`src/rtl/sand_pkg.sv`:
```
// Shared definitions for the falling-sand update engine: FSM states and cell encodings.
package sand_pkg;

  typedef enum logic [3:0] {
    IDLE,
    RD_CELL,
    CHK_CELL,
    RD_B,
    CHK_B,
    RD_BL,
    CHK_BL,
    RD_BR,
    CHK_BR,
    WR_DST,
    WR_SRC,
    SPAWN_RD,
    SPAWN_CHK,
    SPAWN_WR,
    DONE
  } state_t;

  // Unsized cell codes; the engine narrows them to CELL_WIDTH.
  localparam int CELL_EMPTY_VAL = 0;
  localparam int CELL_SAND_VAL  = 1;

endpackage

```
`src/rtl/sand_scan_counter.sv`:
```
// Bottom-up raster counter: tracks x, y and the linear address incrementally (no multiplier).
module sand_scan_counter #(
  parameter int COLUMNS    = 640,
  parameter int ROWS       = 480,
  parameter int ADDR_WIDTH = $clog2(COLUMNS * ROWS)
) (
  input  logic                  clk,
  input  logic                  reset_n,
  input  logic                  init,
  input  logic                  step,
  output logic [ADDR_WIDTH-1:0] addr,
  output logic [ADDR_WIDTH-1:0] next_addr,
  output logic                  at_left,
  output logic                  at_right,
  output logic                  last
);

  localparam int XW = $clog2(COLUMNS);
  localparam int YW = $clog2(ROWS);
  localparam logic [ADDR_WIDTH-1:0] FIRST_ADDR = ADDR_WIDTH'((ROWS - 2) * COLUMNS);
  localparam logic [ADDR_WIDTH-1:0] ADDR_ONE   = ADDR_WIDTH'(1);
  // From the end of row y back to the start of row y-1.
  localparam logic [ADDR_WIDTH-1:0] ROW_BACK   = ADDR_WIDTH'(2 * COLUMNS - 1);

  logic [XW-1:0]         x_reg;
  logic [YW-1:0]         y_reg;
  logic [ADDR_WIDTH-1:0] addr_reg;

  assign at_left   = (x_reg == '0);
  assign at_right  = (x_reg == XW'(COLUMNS - 1));
  assign last      = at_right && (y_reg == '0);
  assign addr      = addr_reg;
  assign next_addr = at_right ? (addr_reg - ROW_BACK) : (addr_reg + ADDR_ONE);

  always_ff @(posedge clk) begin
    if (!reset_n) begin
      x_reg    <= '0;
      y_reg    <= '0;
      addr_reg <= '0;
    end else if (init) begin
      x_reg    <= '0;
      y_reg    <= YW'(ROWS - 2);
      addr_reg <= FIRST_ADDR;
    end else if (step) begin
      if (at_right) begin
        x_reg <= '0;
        y_reg <= y_reg - YW'(1);
      end else begin
        x_reg <= x_reg + XW'(1);
      end
      addr_reg <= next_addr;
    end
  end

endmodule

```
`src/rtl/falling_sand_engine.sv`:
```
// One bottom-up in-place pass over the game RAM per start pulse, moving sand down or diagonally,
// with an optional single-grain spawn in the top row once the pass finishes.
module falling_sand_engine
  import sand_pkg::*;
#(
  parameter int COLUMNS    = 640,
  parameter int ROWS       = 480,
  parameter int CELL_WIDTH = 1,
  parameter int ADDR_WIDTH = $clog2(COLUMNS * ROWS)
) (
  input  logic                          clk_i,
  input  logic                          reset_ni,
  input  logic                          start_i,
  input  logic                          spawn_en_i,
  // One extra bit so an out-of-range column is representable when COLUMNS is a power of two.
  input  logic [$clog2(COLUMNS+1)-1:0]  spawn_x_i,
  output logic [ADDR_WIDTH-1:0]         mem_rd_addr_o,
  input  logic [CELL_WIDTH-1:0]         mem_rd_data_i,
  output logic                          mem_wr_en_o,
  output logic [ADDR_WIDTH-1:0]         mem_wr_addr_o,
  output logic [CELL_WIDTH-1:0]         mem_wr_data_o,
  output logic                          busy_o,
  output logic                          done_o
);

  localparam int SPAWN_XW = $clog2(COLUMNS + 1);
  localparam logic [CELL_WIDTH-1:0] CELL_EMPTY = CELL_WIDTH'(CELL_EMPTY_VAL);
  localparam logic [CELL_WIDTH-1:0] CELL_SAND  = CELL_WIDTH'(CELL_SAND_VAL);
  localparam logic [ADDR_WIDTH-1:0] ROW_STRIDE = ADDR_WIDTH'(COLUMNS);
  localparam logic [ADDR_WIDTH-1:0] FIRST_ADDR = ADDR_WIDTH'((ROWS - 2) * COLUMNS);
  localparam logic [ADDR_WIDTH-1:0] ADDR_ONE   = ADDR_WIDTH'(1);

  state_t                state_reg;
  logic                  spawn_en_reg;
  logic [SPAWN_XW-1:0]   spawn_x_reg;
  logic                  move_reg;

  logic                  scan_init;
  logic                  scan_step;
  logic                  scan_last;
  logic                  scan_at_left;
  logic                  scan_at_right;
  logic [ADDR_WIDTH-1:0] scan_addr;
  logic [ADDR_WIDTH-1:0] scan_next_addr;

  logic [ADDR_WIDTH-1:0] below_addr;
  logic [ADDR_WIDTH-1:0] below_left_addr;
  logic [ADDR_WIDTH-1:0] below_right_addr;
  logic [ADDR_WIDTH-1:0] spawn_addr;
  logic                  cell_is_sand;
  logic                  cell_is_empty;

  state_t                adv_state;
  logic [ADDR_WIDTH-1:0] adv_rd_addr;
  logic                  adv_done;

  sand_scan_counter #(
    .COLUMNS    (COLUMNS),
    .ROWS       (ROWS),
    .ADDR_WIDTH (ADDR_WIDTH)
  ) u_scan (
    .clk       (clk_i),
    .reset_n   (reset_ni),
    .init      (scan_init),
    .step      (scan_step),
    .addr      (scan_addr),
    .next_addr (scan_next_addr),
    .at_left   (scan_at_left),
    .at_right  (scan_at_right),
    .last      (scan_last)
  );

  assign below_addr       = scan_addr + ROW_STRIDE;
  assign below_left_addr  = below_addr - ADDR_ONE;
  assign below_right_addr = below_addr + ADDR_ONE;
  assign spawn_addr       = ADDR_WIDTH'(spawn_x_reg);
  assign cell_is_sand     = (mem_rd_data_i == CELL_SAND);
  assign cell_is_empty    = (mem_rd_data_i == CELL_EMPTY);

  assign scan_init = (state_reg == IDLE) && start_i;
  assign scan_step = ((state_reg == CHK_CELL) && !cell_is_sand) || (state_reg == WR_SRC);

  // Where the FSM goes once the current cell is finished.
  always_comb begin
    adv_state   = RD_CELL;
    adv_rd_addr = scan_next_addr;
    adv_done    = 1'b0;
    if (scan_last) begin
      if (spawn_en_reg && (spawn_x_reg < SPAWN_XW'(COLUMNS))) begin
        adv_state   = SPAWN_RD;
        adv_rd_addr = spawn_addr;
      end else begin
        adv_state = DONE;
        adv_done  = 1'b1;
      end
    end
  end

  // A blocked grain still spends the two write slots (with writes suppressed) so that
  // every sand cell has the same cost as if it had fallen after the same checks.
  always_ff @(posedge clk_i) begin
    if (!reset_ni) begin
      state_reg     <= IDLE;
      spawn_en_reg  <= 1'b0;
      spawn_x_reg   <= '0;
      move_reg      <= 1'b0;
      mem_rd_addr_o <= '0;
      mem_wr_en_o   <= 1'b0;
      mem_wr_addr_o <= '0;
      mem_wr_data_o <= '0;
      busy_o        <= 1'b0;
      done_o        <= 1'b0;
    end else begin
      mem_wr_en_o   <= 1'b0;
      mem_wr_addr_o <= '0;
      mem_wr_data_o <= '0;
      done_o        <= 1'b0;
      case (state_reg)
        IDLE: begin
          if (start_i) begin
            state_reg     <= RD_CELL;
            busy_o        <= 1'b1;
            spawn_en_reg  <= spawn_en_i;
            spawn_x_reg   <= spawn_x_i;
            mem_rd_addr_o <= FIRST_ADDR;
          end
        end
        RD_CELL: state_reg <= CHK_CELL;
        CHK_CELL: begin
          if (cell_is_sand) begin
            state_reg     <= RD_B;
            mem_rd_addr_o <= below_addr;
          end else begin
            state_reg     <= adv_state;
            mem_rd_addr_o <= adv_rd_addr;
            done_o        <= adv_done;
          end
        end
        RD_B: state_reg <= CHK_B;
        CHK_B: begin
          if (cell_is_empty) begin
            state_reg     <= WR_DST;
            move_reg      <= 1'b1;
            mem_wr_en_o   <= 1'b1;
            mem_wr_addr_o <= below_addr;
            mem_wr_data_o <= CELL_SAND;
          end else if (!scan_at_left) begin
            state_reg     <= RD_BL;
            mem_rd_addr_o <= below_left_addr;
          end else begin
            state_reg     <= RD_BR;
            mem_rd_addr_o <= below_right_addr;
          end
        end
        RD_BL: state_reg <= CHK_BL;
        CHK_BL: begin
          if (cell_is_empty) begin
            state_reg     <= WR_DST;
            move_reg      <= 1'b1;
            mem_wr_en_o   <= 1'b1;
            mem_wr_addr_o <= below_left_addr;
            mem_wr_data_o <= CELL_SAND;
          end else if (!scan_at_right) begin
            state_reg     <= RD_BR;
            mem_rd_addr_o <= below_right_addr;
          end else begin
            state_reg <= WR_DST;
            move_reg  <= 1'b0;
          end
        end
        RD_BR: state_reg <= CHK_BR;
        CHK_BR: begin
          state_reg <= WR_DST;
          if (cell_is_empty) begin
            move_reg      <= 1'b1;
            mem_wr_en_o   <= 1'b1;
            mem_wr_addr_o <= below_right_addr;
            mem_wr_data_o <= CELL_SAND;
          end else begin
            move_reg <= 1'b0;
          end
        end
        WR_DST: begin
          state_reg <= WR_SRC;
          if (move_reg) begin
            mem_wr_en_o   <= 1'b1;
            mem_wr_addr_o <= scan_addr;
            mem_wr_data_o <= CELL_EMPTY;
          end
        end
        WR_SRC: begin
          state_reg     <= adv_state;
          mem_rd_addr_o <= adv_rd_addr;
          done_o        <= adv_done;
        end
        SPAWN_RD: state_reg <= SPAWN_CHK;
        SPAWN_CHK: begin
          if (cell_is_empty) begin
            state_reg     <= SPAWN_WR;
            mem_wr_en_o   <= 1'b1;
            mem_wr_addr_o <= spawn_addr;
            mem_wr_data_o <= CELL_SAND;
          end else begin
            state_reg <= DONE;
            done_o    <= 1'b1;
          end
        end
        SPAWN_WR: begin
          state_reg <= DONE;
          done_o    <= 1'b1;
        end
        DONE: begin
          state_reg <= IDLE;
          busy_o    <= 1'b0;
        end
        default: begin
          state_reg <= IDLE;
          busy_o    <= 1'b0;
        end
      endcase
    end
  end

endmodule

```
`config.mk`:
```
export PLATFORM = sky130hd
export DESIGN_NAME = falling_sand_engine
export DESIGN_NICKNAME = d
export VERILOG_FILES = /design/src/rtl/sand_pkg.sv /design/src/rtl/sand_scan_counter.sv /design/src/rtl/falling_sand_engine.sv
export SDC_FILE = /design/constraint.sdc
export NUM_CORES = 1
export LEC_CHECK = 0
export BUFFER_PORTS_ARGS = -buffer_cell sky130_fd_sc_hd__buf_4
export CAP_MARGIN = 40
export CORE_MARGIN = 1.5
export CORE_UTILIZATION = 30
export CTS_BUF_LIST = sky130_fd_sc_hd__clkbuf_2
export CTS_CLUSTER_DIAMETER = 30
export DETAILED_ROUTE_END_ITERATION = 7
export PLACE_DENSITY_LB_ADDON = 0.12
export SLEW_MARGIN = 10
export SYNTH_ARGS = -nofsm -noshare
export SYNTH_HDL_FRONTEND = slang
export SYNTH_SLANG_ARGS = --single-unit
```
`constraint.sdc`:
```
create_clock -name clk_i -period 7.7 [get_ports clk_i]
set_clock_uncertainty 0.2 [all_clocks]
set_input_delay 1.54 -clock clk_i [delete_from_list [all_inputs] [get_ports clk_i]]
set_output_delay 1.54 -clock clk_i [all_outputs]
set_load 0.02 [all_outputs]
```
== Yosys cells after proc, flatten, opt, wreduce, memory -nomap -nowiden ==
Cells that the tools add are included.
Widths: inputs -> output; s select.
Word-level totals
  word-level logic and storage cells: 114
  output and inout port bits: 42
  bits in registers: 96
Cells by class
  mux-type cells: 46
  add/subtract/negate cells: 7
  equality and inequality tests: 20
  reduce and logical (&&, ||, !) cells: 23
  $lt $le $gt $ge: 1
  bitwise gates (word level): 2
Operators by type and width (count)
  $mux 19: 15
  $pmux 19 s5: 2
  $pmux 4 s14: 1
  $add 19x1->19 const B: 2
  $mux 9: 3
  $eq 4x4->1 const B: 6
  $mux 4: 6
  $mux 10: 2
  $add 19x10->19 const B: 1
  $sub 19x1->19 const B: 1
  $sub 19x11->19 const B: 1
  $eq 4x3->1 const B: 4
  $reduce_or 13->1: 1
  $add 10x1->10 const B: 1
  $eq 10x10->1 const B: 1
  $logic_not 10->1: 1
  $lt 10x10->1 const B: 1
  $mux 1: 10
  $ne 2x2->1 const B: 5
  $reduce_and 2->1: 5
  $logic_not 9->1: 1
  $sub 9x1->9 const B: 1
  $eq 4x2->1 const B: 2
  $reduce_and 5->1: 1
  other kinds (18): 25

== Depth between registers and ports, before layout ==
Gate-level depths: netlist of run 1.
  depth in word-level cells: 6
  mapped depth: 11

== Modules after synthesis ==
Synthesis of run 1 repeated with hierarchy kept, for this count alone.
Unflattened totals
  cell total of the unflattened synthesis: 917
  area, all modules: 6998.0 sq um
Modules (own cells, without submodules)
  falling_sand_engine: area each 4623.2 sq um, cells an instance 623, sequential area each 1161.1 sq um, times used 1
  sand_scan_counter: area each 2374.8 sq um, cells an instance 294, sequential area each 760.7 sq um, times used 1

== Worst setup path after synthesis of run 1 ==
OpenSTA, ideal clock, no wires.
  path kind: input port to flip-flop
  start point: input port mem_rd_data_i
  end point: register u_scan.y_reg[7]
  cell stages on the path: 9
  library setup time: 133 ps
  required time: 7367 ps
  path slack: 4290 ps
  buffers on the path: 2
  data arrival time: 3078 ps
  cell sequence: nand2b_1 clkbuf_1 and2_0 clkbuf_1 nand2_1 nor4_1 nor2b_1 xnor2_1 a21oi_1
On the way
  longest elaborated chain between the ends: 5
Ends and longest elaborated chain
  start: declaration: RTL line falling_sand_engine.sv:18  | input logic [CELL_WIDTH-1:0] mem_rd_data_i,
  $logic_not 1->1: RTL line falling_sand_engine.sv:81  | assign scan_step = ((state_reg == CHK_CELL) && !cell_is_sand) || (state_reg == WR_SRC);
  $logic_and 1x1->1: RTL line falling_sand_engine.sv:81
  $logic_or 1x1->1: RTL line falling_sand_engine.sv:81
  $reduce_bool 2->1 (no source line)
  $reduce_and 2->1 (no source line)
  end signal: assignment: RTL line sand_scan_counter.sv:42  | y_reg <= YW'(ROWS - 2);
  end signal: assignment: RTL line sand_scan_counter.sv:47  | y_reg <= y_reg - YW'(1);
  end: declaration: RTL line sand_scan_counter.sv:26  | logic [YW-1:0] y_reg;
Every way passes these cells.
A chain may end at the register's enable or synchronous reset.

== Worst setup path after layout of run 1 ==
  start point: register u_scan.addr_reg[0], in the netlist u_scan.addr[0]
  end point: register mem_wr_addr_o[16]
On the way
  longest elaborated chain between the ends: 4
Ends and longest elaborated chain
  start: declaration: RTL line sand_scan_counter.sv:27  | logic [ADDR_WIDTH-1:0] addr_reg;
  start signal: assignment: RTL line sand_scan_counter.sv:51  | addr_reg <= next_addr;
  $add 19x10->19 (*): RTL line falling_sand_engine.sv:73  | assign below_addr = scan_addr + ROW_STRIDE;
  $add 19x1->19 / $sub 19x1->19 (equally long branches): RTL line falling_sand_engine.sv:75, falling_sand_engine.sv:74
  $mux 19 (on tied branches): RTL line falling_sand_engine.sv:174, falling_sand_engine.sv:157
  $pmux 19 s5 (*): RTL line falling_sand_engine.sv:118  | case (state_reg)
  end signal: assignment: RTL line falling_sand_engine.sv:145  | mem_wr_addr_o <= below_addr;
  end signal: assignment: RTL line falling_sand_engine.sv:177  | mem_wr_addr_o <= below_right_addr;
  end signal: assignment: RTL line falling_sand_engine.sv:187  | mem_wr_addr_o <= scan_addr;
  end: declaration: RTL line falling_sand_engine.sv:20  | output logic [ADDR_WIDTH-1:0] mem_wr_addr_o,
Mark *: on every way between the ends. The rest lies on a longest branch, timed or not.

==> results of run 1 <==
[final cells by class]
cell class	count	area (µm²)	share of cell area (%)
diodes	1	2.50	0.0343
clock buffers	9	45.0	0.618
clock inverters	7	88.8	1.22
inverters	14	52.6	0.721
multi-input cells	706	4290	58.9
flip-flops and latches	96	1920	26.4
well taps	275	344	4.72
repair buffers	69	541	7.42
[layer usage]
layer / vias up / share of wire, %
li1: 3234 / -
met1: 3084 / 50
met2: 229 / 42
met3: 38 / 6.0
met4: 2 / 2.5
met5: - / 0.056
[critical path, delay by kind of cell, from the launching register on]
family                   cells  cell delay (ps)
AO/OA/AOI/OAI                3              580
AND/OR/NAND/NOR              4             1580
flip-flops                   1              840
adder cells (fa/ha/maj)      1              480
[layout by cell type, fill, tap and decap left out, types with 8 or more instances in the layout]
master and instances:
nand2b_1 14, or3_1 10, a221oi_1 19, nand2_1 99, o211ai_1 10, a31oi_1 16
dfxtp_1 96, and3_1 14, nand3_1 37, nor3_1 29, or2_2 8, nand4_1 11
ha_1 17, inv_1 13, buf_4 66, clkbuf_2 9, o21ai_0 51, nor2b_1 8
xor2_1 29, xnor2_1 35, a22oi_1 12, nor2_1 85, a21oi_1 94
[worst paths after layout]
path | start | endpoint | cells after the start
max | u_scan.addr[0] | mem_wr_addr_o[16] | 8
min | mem_rd_addr_o[0] | mem_rd_addr_o[0] | 2
max reg2reg | u_scan.addr[0] | mem_wr_addr_o[16] | 8
min reg2reg | mem_rd_addr_o[0] | mem_rd_addr_o[0] | 2
[cell families after synthesis]
kind of cell,Yosys count,share of synthesized area (%)
DFF,96,29.4
AOI/OAI and AO/OA,270,26.6
xor gates and xnor gates,65,8.82
adders and majority gates,17,3.25
and+or+nand+nor,353,26.6
buffers and inverters,85,5.22
muxes,1,0.153
[per-stage QoR]
stage          cells  worst slack (ps)
2_1_floorplan    887              4290
3_3_place_gp    1155              3730
3_5_place_dp    1160              3860
4_1_cts         1176              4020
5_1_grt         1177              3670
6_report        1177              3930
[where the power goes]
group	switching, µW	internal [µW]
clock network	227	61.4
logic	103	59.2
registers	33.0	519
==> impl_metrics.ini, run 1 <==
[outcome]
outcome = completed

[detailed_routing]
drcViolationCount = 0
detail_route.wl_per_cell_um = 19.8
first_iter_violations = 600
vias = 6587
dr.pass1.iters = 5
drt_wl_total_mm = 23.3
ant_nets = 0
via_per_inst = 5.60

[synth]
syn_inst = 887
yosysUniqueCellTypes = 76
synth_fp_nets = 919
synth_area_leaders = dfxtp_1 29%, a21oi_1 7.2%, nand2_1 5.7%
async_flop_share_pct = 0
synthTopCellsByCount = 99 x nand2_1, 96 x dfxtp_1, 94 x a21oi_1, 86 x nor2_1, 58 x clkbuf_1
syn_area_per_cell_um2 = 7.37
synth-seq-cells = 96
post-synth-top-area-cell = dfxtp_1
ys.flop_type = dfxtp_1
synth.most_common_cell = nand2_1
synth_edf_count = 0
synth.yosys.seq_area_share_pct = 29.4
synth_top_area_share_pct = 29.4
yosysWarnings = 0
synth_area_um2 = 6540

[global_routing]
use_met3_pct = 3.58
grt_util_all_layers_pct = 21.2
grt_max_degree = 26
grt_pass1_wl_mm = 36.5
grt_overflow = 0
use_met1_pct = 31.4
antenna_found_initial = 2
busiest_layer = met1
grt_pass1_vias = 6028
use_met2_pct = 30.6

[floorplanning]
dieArea_um2 = 22700
core_area_um2 = 21200
initial_utilization_pct = 30.8
die_h_um = 151
row_count = 53
ios = 57
die_width_um = 151

[sta]
tns_ps = 0
whs_ps = 281
final_hold_viol_count = 0
final_max_slew_viol_count = 0
grt_setup_unrepaired = no
worst_slew_pin_slew_ps = 908
setup_violations = 0
fmax_ghz = 0.265
slew-limit-headroom_pct = 39.3
period_minus_slack_ps = 3770
period_share_pct = 48.9

[placed_design]
dp_hpwl_mm = 16.9
gp_congestion = 0.908
port_buffers = 56
dpl-instance-area_um2 = 7150

[setup_path]
worstPathMaxFanout = 18
cpPeakStageDelay_ps = 840
critical_path_class = register to register
crit_path_top_delay_cell = dfxtp_1
critical_path_required_ps = 8070
crit_path_end_kind = register
crit_arrival_ps = 4130
reg2reg_slack_ps = 3930
path_cells = ha_1 -> nand3_1 -> nor3_1 -> nand2_1 -> or3_1 -> a21o_1 -> a221oi_1 -> a21oi_1
start_kind = register

[finish]
fin_util_pct = 34.3
stdcell_area_um2 = 7290
area_delta_synth_final_pct = 11.4
drive_gt1_share_pct = 12.2
final_nets = 928
nFillCells = 2317

[flow_run]
maxCapViolations = 0

[clocking]
clk_latency_ps = 700
cts_buffer_depth = 2
cts_made_buffers = 9
clk_transition_reported_paths_ps = 320
htreeDepth = 3
clock-root-buffer = clkbuf_2
post-cts-setup-buffer-count = 0
postCtsHoldBufs = 0
cts_resized = 0
cts_tree = yes
cts.sinks = 96

[power]
p_leak_uw = 0.00257
vdd_ir_drop_max_mv = 0.0541
powerDensity_nw_per_um2 = 138
finalPower_uw = 1000

[worst_hold_path]
hp-class = register to register
No activity file was read; power rests on OpenSTA's default activity.
==> run 2, diff against run 1 <==
==> constraint.sdc (replaced) <==
create_clock -name clk_i -period 3.6 [get_ports clk_i]
set_clock_uncertainty 0.2 [all_clocks]
set_input_delay 0.72 -clock clk_i [delete_from_list [all_inputs] [get_ports clk_i]]
set_output_delay 0.72 -clock clk_i [all_outputs]
set_load 0.02 [all_outputs]
==> run 2 against run 1 <==
Compared with the run above: fmax increased by 9.2%; global-route usage is 1.1 points higher; die area is the same; combinational power rose by 140%; sequential power is 110% higher; register-to-register slack worse by 3800 ps; sequential cell count unchanged; critical path depth did not move; final cell count up 2.4%; worst setup slack lost 3800 ps; first-iteration DRC count up 16%; count of clock-buffer cells in the layout rose by 2; critical endpoint is now mem_wr_addr_o[15]; highest routed layer is now met4.
==> impl_metrics.ini, run 2 (same netlist as run 1, synthesis figures left out) <==
[detailed_routing]
detail_route.wl_per_cell_um = 20.7
vias = 6884
dr.pass1.iters = 5
ant_nets = 0
via_per_inst = 5.71
drt_wl_total_mm = 25.0
drcViolationCount = 0
first_iter_violations = 695

[power]
finalPower_uw = 2140
vdd_ir_drop_max_mv = 0.102
p_leak_uw = 0.00272
powerDensity_nw_per_um2 = 286

[clocking]
cts_tree = yes
post-cts-setup-buffer-count = 0
cts.sinks = 96
clock-root-buffer = clkbuf_2
cts_buffer_depth = 2
clk_latency_ps = 630
clk_transition_reported_paths_ps = 290
cts_made_buffers = 9
htreeDepth = 3

[sta]
slew-limit-headroom_pct = 35.4
fmax_ghz = 0.290
worst_slew_pin_slew_ps = 966
final_max_slew_viol_count = 0
tns_ps = 0
final_hold_viol_count = 0
setup_violations = 0
period_share_pct = 95.8
period_minus_slack_ps = 3450
grt_setup_unrepaired = no

[worst_hold_path]
worstHoldStart = spawn_en_i
hp-class = input pin to register

[setup_path]
critical_path_required_ps = 3960
rr_startpoint = u_scan.addr[8]
crit_arrival_ps = 3800
critPathLaunch = u_scan.addr[8]
cpLargestDelayFamily = compound AO/OA/AOI/OAI gates
start_kind = register
worstPathMaxFanout = 14
cpPeakStageDelay_ps = 890
critical_path_class = register to register
crit_path_top_delay_cell = a2111oi_1
path_cells = ha_1 -> nand2b_1 -> a2111oi_1 -> and4bb_2 -> nand3_1 -> xor2_1 -> a221oi_1 -> nor2_1
crit_buf_inv = 0
crit_path_end_kind = register

[global_routing]
grt_max_degree = 26
grt_util_all_layers_pct = 22.3
grt_overflow = 0
use_met3_pct = 2.85
use_met1_pct = 31.8
grt_pass1_vias = 6256
grt_pass1_wl_mm = 37.9
use_met2_pct = 33.7
busiest_layer = met2
antenna_found_initial = 1

[outcome]
outcome = completed

[placed_design]
gp_congestion = 0.917
port_buffers = 56
dp_hpwl_mm = 18.0

[floorplanning]
ios = 57
die_h_um = 151
die_width_um = 151
row_count = 53
dieArea_um2 = 22700
initial_utilization_pct = 30.8
core_area_um2 = 21200

[flow_run]
maxCapViolations = 0

[finish]
drive_gt1_share_pct = 14.9
nFillCells = 2327
layout_common_cells = 99 x nand2_1, 96 x dfxtp_1, 96 x buf_4
final_nets = 956
fin_util_pct = 35.3
area_delta_synth_final_pct = 14.4
final_common_cell = nand2_1
==> run 2: cell count changes in the layout (fill, tap and decap cells not counted) <==
cell,change
buf_16,+1
buf_4,+30
buf_8,-3
bufinv_16,+1
clkbuf_2,+2
clkinv_8,-2
clkinvlp_4,+2
inv_12,-1
inv_6,-1
inv_8,-1
nor2_1,+1
nor2_2,-1
nor4_1,-1
nor4_2,+1
==> run 2: routing by layer <==
metal	wire [µm]	vias up
met5	0	-
met1	11700	3290
met3	1710	45
met2	10800	265
met4	761	0
li1	-	3284
==> run 2: where the power goes <==
| part | total (µW) | internal [µW] | switching, µW |
|---|---|---|---|
| Clock | 584 | 173 | 411 |
| Sequential | 1160 | 1110 | 53.7 |
| Combinational | 392 | 140 | 253 |
| Total | 2140 | 1420 | 717 |
==> run 2: worst min-delay path, delay by kind of cell <==
kind / cells / cell delay, ps
buffers and inverters: 1 / 110
AND/OR/NAND/NOR: 1 / 40
AO/OA/AOI/OAI: 1 / 50
==> run 2: per-stage QoR <==
step           instance area, µm²  hold WS (ps)  setup slack, ps  std cells
2_1_floorplan                6540           245              375        887
3_3_place_gp                 7320           245              243       1187
3_5_place_dp                 7350           252              279       1188
4_1_cts                      7470          30.0              247       1204
5_1_grt                      7480          33.2             74.1       1205
6_report                     7480          78.2              151       1205
==> run 2: timing repair <==
item | 4_1_cts | 5_1_grt
setup endpoints to repair | 0 | 5
hold buffers | 0 | 0
resized for setup | 0 | 2
==> run 2: final timing paths <==
kind / end / slack [ps] / cells past startpoint
worst max-delay path: mem_wr_addr_o[15] / 150 / 8
worst min-delay path: spawn_en_reg / 80 / 3
worst max register to register: mem_wr_addr_o[15] / 150 / 8
worst min register to register: mem_rd_addr_o[3] / 280 / 2
==> run 2: area by class of cell <==
| cell class | count | area (µm²) | share of cell area, % |
|---|---|---|---|
| Clock buffer | 11 | 55.1 | 0.736 |
| Inverter | 14 | 52.6 | 0.702 |
| Sequential cell | 96 | 1920 | 25.7 |
| Tap cell | 275 | 344 | 4.60 |
| Antenna cell | 1 | 2.50 | 0.0334 |
| Clock inverter | 5 | 65.1 | 0.869 |
| Timing Repair Buffer | 97 | 748 | 10.0 |
| Multi-Input combinational cell | 706 | 4290 | 57.4 |
==> run 3, diff against run 2 <==
--- a/config.mk
+++ b/config.mk
@@ -6,13 +6,13 @@
 export NUM_CORES = 1
 export LEC_CHECK = 0
 export BUFFER_PORTS_ARGS = -buffer_cell sky130_fd_sc_hd__buf_4
-export CAP_MARGIN = 40
 export CORE_MARGIN = 1.5
 export CORE_UTILIZATION = 30
 export CTS_BUF_LIST = sky130_fd_sc_hd__clkbuf_2
 export CTS_CLUSTER_DIAMETER = 30
 export DETAILED_ROUTE_END_ITERATION = 7
 export PLACE_DENSITY_LB_ADDON = 0.12
+export REMOVE_ABC_BUFFERS = 1
 export SLEW_MARGIN = 10
 export SYNTH_ARGS = -nofsm -noshare
 export SYNTH_HDL_FRONTEND = slang
==> run 3 against run 2 <==
Compared with the run above: non-clock buffer count increased by 3; design area about the same; global-route usage decreased by 0.57 points; hold slack got worse by 28 ps; critical endpoint is now mem_rd_addr_o[17]; routed wire length decreased by 2.7%; first-iteration DRC count decreased by 10%.
==> impl_metrics.ini, run 3 (same netlist as run 1, synthesis figures left out) <==
[clocking]
cts_buffer_depth = 2
cts_made_buffers = 9
htreeDepth = 3
cts_tree = yes
clk_latency_ps = 670
clk_transition_reported_paths_ps = 320
cts.sinks = 96
clock-root-buffer = clkbuf_2

[finish]
final_common_cell = nand2_1
final_nets = 959
fin_util_pct = 35.3
area_delta_synth_final_pct = 14.5
drive_gt1_share_pct = 14.8
layout_common_cells = 99 x nand2_1, 97 x buf_4, 96 x dfxtp_1

[sta]
grt_setup_unrepaired = no
period_minus_slack_ps = 3330
slew-limit-headroom_pct = 45.4
period_share_pct = 92.6
setup_violations = 0
tns_ps = 0
final_hold_viol_count = 0
fmax_ghz = 0.300
final_max_slew_viol_count = 0
worst_slew_pin_slew_ps = 818

[worst_hold_path]
hp-class = input pin to register
whs_path_depth = 3

[detailed_routing]
dr.pass1.iters = 5
ant_nets = 0
drt_wl_total_mm = 24.3
first_iter_violations = 624
vias = 6776
drcViolationCount = 0
detail_route.wl_per_cell_um = 20.1
via_per_inst = 5.61

[placed_design]
gp_congestion = 0.882
dp_hpwl_mm = 17.5
port_buffers = 56

[setup_path]
crit_path_end_kind = register
start_kind = register
ff2ff_path_depth = 8
critical_path_required_ps = 3930
critical_path_class = register to register
worstPathMaxFanout = 14
crit_arrival_ps = 3660

[power]
vdd_ir_drop_max_mv = 0.103
p_leak_uw = 0.00274
powerDensity_nw_per_um2 = 282

[global_routing]
antenna_found_initial = 1
grt_overflow = 0
grt_pass1_wl_mm = 36.9
grt_pass1_vias = 6203
grt_max_degree = 26
grt_util_all_layers_pct = 21.7

[floorplanning]
row_count = 53
die_h_um = 151
ios = 57
core_area_um2 = 21200
dieArea_um2 = 22700
initial_utilization_pct = 30.8
die_width_um = 151

[outcome]
outcome = completed

[flow_run]
maxCapViolations = 0
-- run 3: cell count changes in the layout (fill, tap and decap cells not counted), moves of 2 or more --
cell / before / now
clkbuf_2: 11 / 9
clkinvlp_4: 2 / 0
inv_6: 1 / 3
dlygate4sd3_1: 0 / 2
-- run 3: final cells by class --
cell class	count	area, µm²
Fill cell	2345	13700
Multi-Input combinational cell	706	4290
Sequential cell	96	1920
Timing Repair Buffer	100	768
Tap cell	275	344
Clock inverter	7	61.3
Inverter	14	52.6
Clock buffer	9	45.0
Antenna cell	1	2.50
-- run 3: path summary, 6_finish.rpt --
path	to	slack, ps	from
setup / recovery	mem_rd_addr_o[17]	270	u_scan.addr[7]
hold / removal	spawn_en_reg	50	spawn_en_i
setup reg to reg	mem_rd_addr_o[17]	270	u_scan.addr[7]
hold reg to reg	mem_rd_addr_o[3]	270	mem_rd_addr_o[3]
-- run 3: stage by stage --
| stage | setup slack (ps) | cells | total power, µW | area (µm²) | hold slack, ps |
|---|---|---|---|---|---|
| floorplan | 346 | 816 | 1400 | 6250 | 245 |
| global placement | 388 | 1189 | 1580 | 7350 | 248 |
| detailed placement | 271 | 1189 | 1570 | 7350 | 249 |
| CTS | 163 | 1207 | 2140 | 7470 | 3.67 |
| global route | 57.4 | 1208 | 2220 | 7490 | 3.56 |
| finish | 268 | 1208 | 2110 | 7490 | 50.0 |
-- run 3: layer usage --
metal | vias to the layer above | wire [µm] | GRT usage [%]
met5 | - | 0 | 0
met4 | 0 | 671 | 8.40
met1 | 3178 | 11100 | 29.5
met3 | 43 | 1630 | 3.12
met2 | 254 | 11000 | 34.5
li1 | 3301 | - | -
-- run 3: power by group --
| group | internal, µW | switching, µW |
|---|---|---|
| registers | 1110 | 57.1 |
| clock network | 110 | 442 |
| logic | 144 | 246 |
| total | 1360 | 746 |
-- run 3: timing repair --
item                                    4_1_cts  5_1_grt
endpoints found under the setup margin        0        5
endpoints found under the hold margin         2        0
hold buffers                                  2        0
buffers inserted                              0        0
resized for setup                             0        2
-- run 3: worst max-delay path, cell delays in order, from the launching register on --
cell	delay, ps
dfxtp_1	550
ha_1	540
nand2b_1	110
a2111oi_1	670
and4bb_2	420
nand3_1	130
xnor2_1	160
a221oi_1	310
a211oi_1	120
